`src/rtl/sf500_pkg.sv`:
```
// Shared types and constants for the SF500 Zorro II AutoConfig responder.
package sf500_pkg;

  typedef enum logic [1:0] {
    UNCONF     = 2'd0,
    CONFIGURED = 2'd1,
    SHUTUP     = 2'd2
  } ac_state_t;

  // Register offsets are byte offsets inside the $E8xxxx window.
  localparam logic [6:0] OFS_TYPE    = 7'h00;
  localparam logic [6:0] OFS_SIZE    = 7'h02;
  localparam logic [6:0] OFS_BASE    = 7'h48;
  localparam logic [6:0] OFS_SHUTUP  = 7'h4C;
  localparam logic [6:0] OFS_ROM_END = 7'h40;

  localparam logic [3:0] TYPE_Z2_MEM = 4'b1110;
  localparam logic [3:0] SIZE_4MB    = 4'b0111;
  localparam logic [3:0] SIZE_8MB    = 4'b0000;

  localparam logic [7:0] AUTOCONFIG_BASE = 8'hE8;

endpackage

```
`src/rtl/autoconfig_rom.sv`:
```
// Combinational AutoConfig nibble ROM; inversion of the inverted registers is applied here.
// Serial number nibbles are only presented when AUTOCONFIG_SERIAL_EN is defined.
module autoconfig_rom
  import sf500_pkg::*;
#(
  parameter logic [15:0] MANUFACTURER = 16'h0000,
  parameter logic [7:0]  PRODUCT      = 8'h00,
  parameter logic [31:0] SERIAL       = 32'h0000_0000
) (
  input  logic [5:0] index,
  input  logic       JP2,
  output logic [3:0] nibble
);

  logic [6:0] ofs;
  logic [3:0] raw;
  logic       invert;

  assign ofs = {index, 1'b0};

  always_comb begin
    raw    = 4'h0;
    invert = 1'b0;
    if (ofs == OFS_TYPE) begin
      raw = TYPE_Z2_MEM;
    end else if (ofs == OFS_SIZE) begin
      raw = JP2 ? SIZE_8MB : SIZE_4MB;
    end else if (ofs < OFS_ROM_END) begin
      // Everything from $04 to $3E is stored inverted; unused slots read as ~0.
      invert = 1'b1;
      case (ofs)
        7'h04:   raw = PRODUCT[7:4];
        7'h06:   raw = PRODUCT[3:0];
        7'h10:   raw = MANUFACTURER[15:12];
        7'h12:   raw = MANUFACTURER[11:8];
        7'h14:   raw = MANUFACTURER[7:4];
        7'h16:   raw = MANUFACTURER[3:0];
`ifdef AUTOCONFIG_SERIAL_EN
        7'h18:   raw = SERIAL[31:28];
        7'h1A:   raw = SERIAL[27:24];
        7'h1C:   raw = SERIAL[23:20];
        7'h1E:   raw = SERIAL[19:16];
        7'h20:   raw = SERIAL[15:12];
        7'h22:   raw = SERIAL[11:8];
        7'h24:   raw = SERIAL[7:4];
        7'h26:   raw = SERIAL[3:0];
`endif
        default: raw = 4'h0;
      endcase
    end
  end

`ifndef AUTOCONFIG_SERIAL_EN
  logic unused_serial;
  assign unused_serial = ^SERIAL;
`endif

  assign nibble = invert ? ~raw : raw;

endmodule

```
`src/rtl/autoconfig_z2.sv`:
```
// Zorro II AutoConfig responder for the SF500 fast RAM: ROM readout, base latch, config chain.
// Optional serial-number readout is enabled with AUTOCONFIG_SERIAL_EN.
module autoconfig_z2
  import sf500_pkg::*;
#(
  parameter logic [15:0] MANUFACTURER = 16'h0000,
  parameter logic [7:0]  PRODUCT      = 8'h00,
  parameter logic [31:0] SERIAL       = 32'h0000_0000
) (
  input  logic        CLK,
  input  logic        RESET_n,
  input  logic [23:1] A,
  input  logic        RW_n,
  input  logic        AS_CPU_n,
  input  logic        UDS_n,
  input  logic [3:0]  D_IN,
  input  logic        JP2,
  input  logic        CONFIG_IN_n,
  output logic [3:0]  D_OUT,
  output logic        D_OE,
  output logic [2:0]  BASE_RAM,
  output logic        RAM_CONFIGURED_n,
  output logic        CONFIG_OUT_n,
  output logic [1:0]  dbg_state
);

  ac_state_t  state, state_next;
  logic       window, bus_active, read_hit, wr_strobe;
  logic       wr_q, wr_qq, wr_act;
  logic [6:0] wr_ofs;
  logic [2:0] wr_data;
  logic [3:0] rom_nibble;

  assign window     = (A[23:16] == AUTOCONFIG_BASE) && !CONFIG_IN_n && (state == UNCONF);
  assign bus_active = !AS_CPU_n && !UDS_n;
  assign read_hit   = window && RW_n && bus_active;
  assign wr_strobe  = window && !RW_n && bus_active;
  // One action per bus cycle: act only on the first cycle the registered strobe is high.
  assign wr_act     = wr_q && !wr_qq;

  autoconfig_rom #(
    .MANUFACTURER(MANUFACTURER),
    .PRODUCT     (PRODUCT),
    .SERIAL      (SERIAL)
  ) u_rom (
    .index (A[6:1]),
    .JP2   (JP2),
    .nibble(rom_nibble)
  );

  always_ff @(posedge CLK or negedge RESET_n) begin
    if (!RESET_n) state <= UNCONF;
    else          state <= state_next;
  end

  always_comb begin
    state_next = state;
    if (state == UNCONF && wr_act) begin
      if (wr_ofs == OFS_BASE)        state_next = CONFIGURED;
      else if (wr_ofs == OFS_SHUTUP) state_next = SHUTUP;
    end
  end

  always_comb begin
    RAM_CONFIGURED_n = (state != CONFIGURED);
    CONFIG_OUT_n     = (state == UNCONF);
    dbg_state        = state;
  end

  // Offset and data are captured with the strobe so the action does not depend on the bus still holding them.
  always_ff @(posedge CLK or negedge RESET_n) begin
    if (!RESET_n) begin
      wr_q    <= 1'b0;
      wr_qq   <= 1'b0;
      wr_ofs  <= 7'h00;
      wr_data <= 3'b000;
    end else begin
      wr_q  <= wr_strobe;
      wr_qq <= wr_q;
      if (wr_strobe && !wr_q) begin
        wr_ofs  <= {A[6:1], 1'b0};
        wr_data <= D_IN[3:1];
      end
    end
  end

  always_ff @(posedge CLK or negedge RESET_n) begin
    if (!RESET_n) begin
      BASE_RAM <= 3'b000;
    end else if (state == UNCONF && wr_act && wr_ofs == OFS_BASE) begin
      BASE_RAM <= wr_data;
    end
  end

  always_ff @(posedge CLK or negedge RESET_n) begin
    if (!RESET_n) begin
      D_OE  <= 1'b0;
      D_OUT <= 4'hF;
    end else begin
      D_OE  <= read_hit;
      D_OUT <= read_hit ? rom_nibble : 4'hF;
    end
  end

  logic unused_bits;
  assign unused_bits = ^{A[15:7], D_IN[0]};

endmodule

```
`config.mk`:
```
export PLATFORM = sky130hd
export DESIGN_NAME = autoconfig_z2
export DESIGN_NICKNAME = d
export VERILOG_FILES = /design/src/rtl/sf500_pkg.sv /design/src/rtl/autoconfig_rom.sv /design/src/rtl/autoconfig_z2.sv
export SDC_FILE = /design/constraint.sdc
export NUM_CORES = 1
export LEC_CHECK = 0
export ABC_AREA = 0
export CORE_MARGIN = 3
export CORE_UTILIZATION = 30
export DETAILED_ROUTE_END_ITERATION = 10
export DONT_BUFFER_PORTS = 1
export PLACE_DENSITY_LB_ADDON = 0.12
export SLEW_MARGIN = 20
export SYNTH_ARGS = -nofsm -noshare
export SYNTH_HDL_FRONTEND = slang
export SYNTH_SLANG_ARGS = --single-unit
```
`constraint.sdc`:
```
create_clock -name CLK -period 2 [get_ports CLK]
set_input_delay 0.3 -clock CLK [delete_from_list [all_inputs] [get_ports CLK]]
set_output_delay 0.3 -clock CLK [all_outputs]
set_load 0.05 [all_outputs]
```
======== Word level (Yosys, flattened, before mapping) ========
Index checks and enable logic that the tools add are counted.
storage, ports and cells
  bits in registers ....................... 21
  input bits .............................. 34
  output and inout bits ................... 12
  logic and storage cells ................. 46
cells by class
  order comparisons ....................... 1
  equal/unequal tests ..................... 5
  multiplexer cells ....................... 10
  bitwise logic cells ..................... 1
  reduce and logical (&&, ||, !) cells .... 21
operator list
  kind                count
  $mux 4              4
  $eq 6x6->1 const B  2
  $logic_and 1x1->1   11
  $eq 8x8->1 const B  1
  $logic_not 7->1     1
  $lt 7x7->1 const B  1
  $eq 6x1->1 const B  1
  $logic_not 1->1     6
  $mux 2              2
  $not 4->4           1
  $mux 1              3
  $mux 3              1
  $logic_not 2->1     1
  $ne 2x1->1 const B  1
  $reduce_and 2->1    1
  $reduce_bool 2->1   1

======== Depth between registers and ports, before layout ========
Gate-level depths: netlist (run 1).
  depth after elaboration ................. 6
  mapped depth ............................ 3
  mapped depth without buffers ............ 3

======== Cells and area by module ========
From an unflattened synthesis (run 1), not the netlist that was laid out.
second synthesis, totals
  cells, all modules ...................... 61
  area total of the unflattened synthesis .. 894.6 µm²
modules (own cells, without submodules)
  module          instances  cells an instance  area each (µm²)  seq. area each (µm²)
  autoconfig_z2   1          55                 852.1            530.5
  autoconfig_rom  1          6                  42.5             0.0

======== Worst setup path before layout (run 1) ========
Ideal clock, no wire load.
  kind .................................... register to register
  start point ............................. register state[1], in the netlist dbg_state[1]
  end point ............................... register wr_q
  setup time .............................. 0.073 ns
  arrival ................................. 1.836 ns
  data required time ...................... 1.927 ns
  setup slack ............................. 0.091 ns
  stages on the path, launching flop included .. 4
  buffers on the path ..................... 0
  clock period less this slack ............ 1.909 ns
  path through ............................ dfrtp_1 nor2_1 and4_1 nor2b_1
on the way
  word-level cells in the longest chain between the ends .. 4
ends and longest elaborated chain
  what                             line                 RTL
  from (decl)                      autoconfig_z2.sv:27  ac_state_t state, state_next;
  from (signal assigned)           autoconfig_z2.sv:53  else state <= state_next;
  $logic_not 2->1                  -
  via CONFIG_OUT_n                 autoconfig_z2.sv:23  output logic CONFIG_OUT_n,
  $logic_and 1x1->1                autoconfig_z2.sv:34  assign window = (A[23:16] == AUTOCONFIG_BASE) && !CONFIG_IN_n && (state == UNCONF);
  $logic_and 1x1->1 (2 in series)  autoconfig_z2.sv:37  assign wr_strobe = window && !RW_n && bus_active;
  via wr_strobe                    autoconfig_z2.sv:28  logic window, bus_active, read_hit, wr_strobe;
  to (signal assigned)             autoconfig_z2.sv:78  wr_q <= wr_strobe;
  to (decl)                        autoconfig_z2.sv:29  logic wr_q, wr_qq, wr_act;
The timed path passes the listed nets, and every way through them passes these cells.
A chain may end at the register's enable or synchronous reset.

======== Worst setup path in the final report (run 1) ========
  start point ............................. register state[0], in the netlist dbg_state[0]
  end point ............................... register BASE_RAM[1]
on the way
  word-level cells in the longest chain between the ends .. 3
ends and longest elaborated chain
  what                             line                 RTL
  $logic_not 2->1                  autoconfig_z2.sv:90  end else if (state == UNCONF && wr_act && wr_ofs == OFS_BASE) begin
  $logic_and 1x1->1 (2 in series)  autoconfig_z2.sv:90
  to (signal assigned)             autoconfig_z2.sv:91  BASE_RAM <= wr_data;
  to (decl)                        autoconfig_z2.sv:21  output logic [2:0] BASE_RAM,
No other way between the ends.

==> results of run 1 <==
==> flip-flops by register name, summed over array words and instances, names as in the netlist <==
| name | count |
|---|---|
| D_OE | 1 |
| wr_data | 3 |
| wr_q | 1 |
| D_OUT | 3 |
| dbg_state | 2 |
| BASE_RAM | 3 |
| wr_qq | 1 |
| wr_ofs | 6 |
==> metal layers <==
| metal | GRT usage, % | up-vias |
|---|---|---|
| met3 | 3.07 | 2 |
| met1 | 13.8 | 244 |
| met4 | 4.85 | 0 |
| li1 | - | 234 |
| met5 | 0 | - |
| met2 | 12.6 | 25 |
==> critical path: cells and delay by family (launching register included) <==
kind / cells / cell delay [ns]
AND/OR/NAND/NOR: 2 / 0.80
flip-flops: 1 / 0.43
multiplexers: 1 / 0.38
==> area by class of cell <==
type                    instances  area (µm²)
repair buffers                  4        32.5
fillers                       267        1650
flip-flops and latches         20         504
clock buffers                   4        26.3
well taps                      30        37.5
multi-input cells              36         320
==> power groups by stage <==
stage | Clock (mW) | Combinational (mW) | Sequential, mW
after floorplan | 0 | 0.00954 | 0.414
after global placement | 0 | 0.0108 | 0.415
after detailed placement | 0 | 0.0107 | 0.415
after CTS | 0.210 | 0.0206 | 0.407
after global routing | 0.225 | 0.0229 | 0.407
final | 0.202 | 0.0195 | 0.407
==> how the worst max path moves through the flow <==
| stage | endpoint | slack, ns | cells after the start |
|---|---|---|---|
| after global routing | BASE_RAM[0] | 0.20 | 3 |
| after detailed placement | BASE_RAM[1] | 0.27 | 3 |
| after CTS | BASE_RAM[1] | 0.25 | 3 |
| after global placement | BASE_RAM[2] | 0.28 | 3 |
| after floorplan | wr_q | 0.09 | 3 |
| final | BASE_RAM[1] | 0.28 | 3 |
==> synthesized netlist by cell type <==
cell type   n
dfrtp_1    17
mux2_2     12
a21o_1      3
dfstp_2     3
nand3_1     3
nand2b_1    2
nor3_1      2
nor4_1      2
a31o_2      1
and2_1      1
and4_1      1
and4b_1     1
buf_4       1
nand4_2     1
nand4b_1    1
nor2_1      1
nor2b_1     1
nor4_4      1
nor4b_1     1
or2_2       1
or4_4       1
==> cell families (layout without fill, tap and decap cells) <==
family	after synthesis	count (layout)	share of synthesized area (%)
AOI/OAI and AO/OA	4	4	3.76
buffers and inverters	1	8	0.903
DFF	20	20	60.6
muxes	12	12	16.2
and+or+nand+nor	20	20	18.5
==> flow_metrics.env, run 1 <==
export IMPL_status="finished, final reports clean"
export IMPL_yosys_cell_types_count=21
export IMPL_cpMaxStageDelayCell="or4_4"
export IMPL_place_inst=89
export IMPL_tightest_slew_ns=0.878
export IMPL_syn_area_um2=832
export IMPL_synth_largest_area_cell="dfrtp_1"
export IMPL_path_class="reg -> reg"
export IMPL_dpl_instance_area_um2=885
export IMPL_grt_pass1_wl_um=2420
export IMPL_final_util_pct=35.9
export IMPL_die_y_um=58.7
export IMPL_avgRoutedWirePerCell_um=16.0
export IMPL_crit_start="dbg_state[0]"
export IMPL_cts_sinks=20
export IMPL_grt_max_degree=21
export IMPL_final_common_cell="dfrtp_1"
export IMPL_clockPowerShare_pct=32.2
export IMPL_synth_area_top_cells="dfrtp_1 51%, mux2_2 16%, dfstp_2 9.5%"
export IMPL_worst_slack_ns=0.283
export IMPL_max_freq_mhz=582
export IMPL_r2r_slack_ns=0.28
export IMPL_initial_core_util_pct=32.4
export IMPL_worst_hold_slack_ns=0.0396
export IMPL_cts_resized=0
export IMPL_arrival_ns=1.91
export IMPL_critPathCaptureType="flop"
export IMPL_clockBufferDepth=2
export IMPL_layout_common_cells="17 x dfrtp_1, 12 x mux2_2"
export IMPL_relSlewSlack_pct=41.3
export IMPL_viasPerCell=5.37
export IMPL_switching_share_pct=21.8
export IMPL_antenna_found_initial=0
export IMPL_area_growth_pct=10.7
export IMPL_path_cells="or4_4 -> nor4_4 -> mux2_2"
export IMPL_hold_violations=0
export IMPL_grt_pass1_vias=495
export IMPL_finalPower_mw=0.629
export IMPL_route_met3_wl_um=144
export IMPL_stdcell_count=94
export IMPL_tns_ns=0
export IMPL_cts_root_buf="clkbuf_4"
export IMPL_dieWidth_um=58.7
export IMPL_crit_path_max_fanout=4
export IMPL_preCtsSetupSlack_ns=0.269
export IMPL_slowest_delay_ns=0.54
export IMPL_yosysTopAreaCellShare_pct=51.1
export IMPL_vias=505
export IMPL_n_antenna_cell=0
export IMPL_min_period_over_period_pct=85.9
export IMPL_routed_wl_um=1510
export IMPL_gp_congestion=0.634
export IMPL_clk_pin_slew_worst_paths_ns=0.11
export IMPL_slew_violations=0
export IMPL_hpwl_um=1130
export IMPL_grtUsageTotal_pct=9.55
export IMPL_drtAntennaViolNets=0
export IMPL_timing_hold_worst_class="in -> reg"
export IMPL_cts_tree="yes"
export IMPL_holdBufCountCts=1
export IMPL_syn_inst=57
export IMPL_power_density_nw_per_um2=683
export IMPL_rsz0062_at_grt="no"
export IMPL_r2r_cells=3
export IMPL_r2r_end="BASE_RAM[1]"
export IMPL_worstPathRequired_ns=2.19
export IMPL_ys_ff_latch=20
export IMPL_seq_power_share_pct=64.7
export IMPL_cap_viol_max_count=0
export IMPL_clk_latency_ns=0.30
export IMPL_intPower_mw=0.492
export IMPL_portBuffers=0
export IMPL_hold_start="RW_n"
export IMPL_met1Wirelength_um=697
export IMPL_die_area_um2=3440
export IMPL_core_area_um2=2570
export IMPL_grt_overflow=0
export IMPL_pwr_share_comb_pct=3.1
export IMPL_drtIter0Drc=8
export IMPL_switchingPower_mw=0.137
export IMPL_setup_viol=0
export IMPL_avgSynthCellArea_um2=14.6
export IMPL_drive_above_1_share_pct=40.6
export IMPL_wl_met2_um=647
export IMPL_clock_skew_final_ns=0.00306
export IMPL_p_leak_nw=0.446
export IMPL_top_layer_used="met4"
export IMPL_nets=99
export IMPL_max_vdd_ir_drop_mv=0.261
export IMPL_post_route_drc_count=0
export IMPL_postSynthNetCount=91
export IMPL_dr_pass1_iters=3
export IMPL_cts_setup_buffers=0
export IMPL_htreeDepth=1
export IMPL_yosysWarningCount=0
export IMPL_pin_count=46
export IMPL_core_rowCount=18
export IMPL_critical_path_startpoint_type="flop"
export IMPL_min_to="D_OUT[0]"
export IMPL_rr_startpoint="dbg_state[0]"
export IMPL_final_area_um2=921
export IMPL_layout_min_cycle_time_ns=1.72
export IMPL_cts_made_buffers=3
export IMPL_hold_depth=1
export IMPL_synth_seq_area_share_pct=60.6
No activity file was read; power rests on OpenSTA's default activity.
==> inputs of run 2 (changes only) <==
--- a/config.mk
+++ b/config.mk
@@ -6,6 +6,7 @@
 export NUM_CORES = 1
 export LEC_CHECK = 0
 export ABC_AREA = 0
+export CAP_MARGIN = 15
 export CORE_MARGIN = 3
 export CORE_UTILIZATION = 30
 export DETAILED_ROUTE_END_ITERATION = 10
@@ -14,4 +15,5 @@
 export SLEW_MARGIN = 20
 export SYNTH_ARGS = -nofsm -noshare
 export SYNTH_HDL_FRONTEND = slang
+export SYNTH_HIERARCHICAL = 1
 export SYNTH_SLANG_ARGS = --single-unit
==> flow_metrics.env, run 2 <==
export IMPL_status="finished, final reports clean"
export IMPL_cap_viol_max_count=0
export IMPL_stdcell_count=100
export IMPL_cts_setup_buffers=0
export IMPL_avgSynthCellArea_um2=14.7
export IMPL_grt_pass1_vias=545
export IMPL_yosysWarningCount=6
export IMPL_setup_viol=0
export IMPL_yosys_area_share_simple_pct=21.7
export IMPL_synth_largest_area_cell="dfrtp_1"
export IMPL_synth_top_flop_cell="dfrtp_1"
export IMPL_p_leak_nw=0.450
export IMPL_die_area_um2=3670
export IMPL_register_area_um2=532
export IMPL_synth_most_common_cell="dfrtp_1"
export IMPL_path_class="reg -> reg"
export IMPL_r2r_cells=3
export IMPL_die_y_um=60.6
export IMPL_multi_input_area_um2=357
export IMPL_yosys_cell_types_count=23
export IMPL_core_area_um2=2810
export IMPL_core_rowCount=19
export IMPL_drive_above_1_share_pct=46.4
export IMPL_ys_ff_latch=21
export IMPL_gp_congestion=0.688
export IMPL_clk_latency_ns=0.29
export IMPL_grtUsageTotal_pct=10.2
export IMPL_worstPathRequired_ns=2.19
export IMPL_critPathCaptureType="flop"
export IMPL_synth_common_cells="17 x dfrtp_1, 12 x mux2_2, 5 x nand3b_1, 4 x dfstp_2"
export IMPL_rsz0062_at_grt="no"
export IMPL_dpl_instance_area_um2=970
export IMPL_relSlewSlack_pct=37.8
export IMPL_pin_count=46
export IMPL_cts_tree="yes"
export IMPL_r2r_slack_ns=0.18
export IMPL_largest_register_ffs=6
export IMPL_synth_xor_area_share_pct=0
export IMPL_finalPower_mw=0.648
export IMPL_dieWidth_um=60.6
export IMPL_synth_mux_area_share_pct=15.1
export IMPL_viasPerCell=5.15
export IMPL_dr_pass1_iters=4
export IMPL_min_to="wr_q"
export IMPL_fillCellCount=285
export IMPL_antenna_found_initial=0
export IMPL_syn_area_um2=895
export IMPL_min_period_over_period_pct=90.8
export IMPL_synth_seq_area_share_pct=59.3
export IMPL_final_area_um2=1010
export IMPL_synth_async_reset_ratio_pct=100
export IMPL_portBuffers=0
export IMPL_synth_edf_count=0
export IMPL_area_growth_pct=12.9
export IMPL_power_density_nw_per_um2=641
export IMPL_initial_core_util_pct=31.9
export IMPL_place_inst=95
export IMPL_rr_startpoint="wr_ofs[5]"
export IMPL_cts_root_buf="clkbuf_4"
export IMPL_layout_common_cells="16 x dfrtp_1, 12 x mux2_2, 5 x nand3b_1"
export IMPL_cpMaxStageDelayCell="or4b_4"
export IMPL_tightest_slew_ns=0.930
export IMPL_n_antenna_cell=0
export IMPL_hold_depth=1
export IMPL_synth_area_top_cells="dfrtp_1 48%, mux2_2 15%, dfstp_2 12%"
export IMPL_max_flop_register="wr_ofs"
export IMPL_tns_ns=0
export IMPL_hold_violations=0
export IMPL_max_freq_mhz=551
export IMPL_syn_inst=61
export IMPL_top_regs="wr_ofs x6, D_OUT x4"
export IMPL_hold_start="RW_n"
export IMPL_max_vdd_ir_drop_mv=0.212
export IMPL_nets=104
export IMPL_postSynthNetCount=95
export IMPL_cts_sinks=21
export IMPL_arrival_ns=2.01
export IMPL_grt_pass1_wl_um=2560
export IMPL_post_route_drc_count=0
export IMPL_hpwl_um=1250
export IMPL_yosysTopAreaCellShare_pct=47.6
export IMPL_drtIter0Drc=20
export IMPL_worst_hold_slack_ns=0.0515
export IMPL_grt_overflow=0
export IMPL_synth_top_family_by_area="simple AND/OR/NAND/NOR gates"
export IMPL_crit_family="simple AND/OR/NAND/NOR gates"
export IMPL_htreeDepth=1
export IMPL_grt_max_degree=22
export IMPL_vias=515
export IMPL_slew_violations=0
export IMPL_slowest_delay_ns=0.57
export IMPL_cp_buffers_inverters=0
export IMPL_critical_path_startpoint_type="flop"
export IMPL_clockBufferDepth=2
export IMPL_cts_made_buffers=3
export IMPL_final_common_cell="dfrtp_1"
export IMPL_avgRoutedWirePerCell_um=16.5
export IMPL_synth_fa_ha_area_share_pct=0
export IMPL_clk_pin_slew_worst_paths_ns=0.11
export IMPL_path_cells="or4b_4 -> nor4_4 -> mux2_2"
export IMPL_drtAntennaViolNets=0
export IMPL_layout_min_cycle_time_ns=1.82
export IMPL_routed_wl_um=1650
export IMPL_clock_skew_final_ns=0.000749
export IMPL_timing_hold_worst_class="in -> reg"
export IMPL_synth_compound_area_share_pct=2.66
export IMPL_crit_path_max_fanout=4
export IMPL_r2r_end="BASE_RAM[2]"
run 2: changes by cell type after synthesis, moves of 2 or more:
cell      delta
a21oi_1      +2
nor4_1       -2
nand3_1      -3
nand3b_1     +5
a21o_1       -2
run 2: cell families after synthesis:
family          Yosys count
simple gates             22
flops                    21
mux                      12
compound gates            4
buf+inv                   2
run 2: final cells by class:
type	count	area share, %
clock buffers	4	2.60
repair buffers	5	5.20
inverters	1	0.372
well taps	31	3.84
multi-input cells	38	35.3
flip-flops and latches	21	52.7
run 2: worst max path at each step:
stage          slack [ns]          end  cells after the start    startpoint
2_1_floorplan        0.06   wr_data[0]                      3  dbg_state[0]
3_3_place_gp         0.05  BASE_RAM[1]                      3     wr_ofs[5]
3_5_place_dp         0.04  BASE_RAM[0]                      3     wr_ofs[5]
4_1_cts              0.04  BASE_RAM[0]                      3     wr_ofs[5]
5_1_grt              0.12  BASE_RAM[2]                      3     wr_ofs[5]
6_report             0.18  BASE_RAM[2]                      3     wr_ofs[5]
run 2: power by group:
part	switching, mW	internal (mW)
logic	0.0133	0.0102
registers	0.000910	0.426
clock network	0.119	0.0776
run 2: routing by layer:
layer / vias to the layer above / GRT usage (%) / share of wire [%]
li1: 243 / - / -
met1: 243 / 13.3 / 43
met2: 27 / 14.2 / 45
met3: 2 / 3.83 / 11
met4: 0 / 6.50 / 0.97
met5: - / 0 / 0
run 2: per-stage QoR:
step	util, %	setup WS, ns
detailed placement	34.6	0.0391
finish	36.0	0.184
CTS	35.9	0.0351
floorplan	-	0.0586
global placement	34.6	0.0455
global route	36.0	0.123
run 2: what timing repair did:
action | 4_1_cts | 5_1_grt
resized for setup | 0 | 1
hold endpoints to repair | 21 | 0
setup endpoints to repair | 0 | 3
hold buffers | 1 | 0
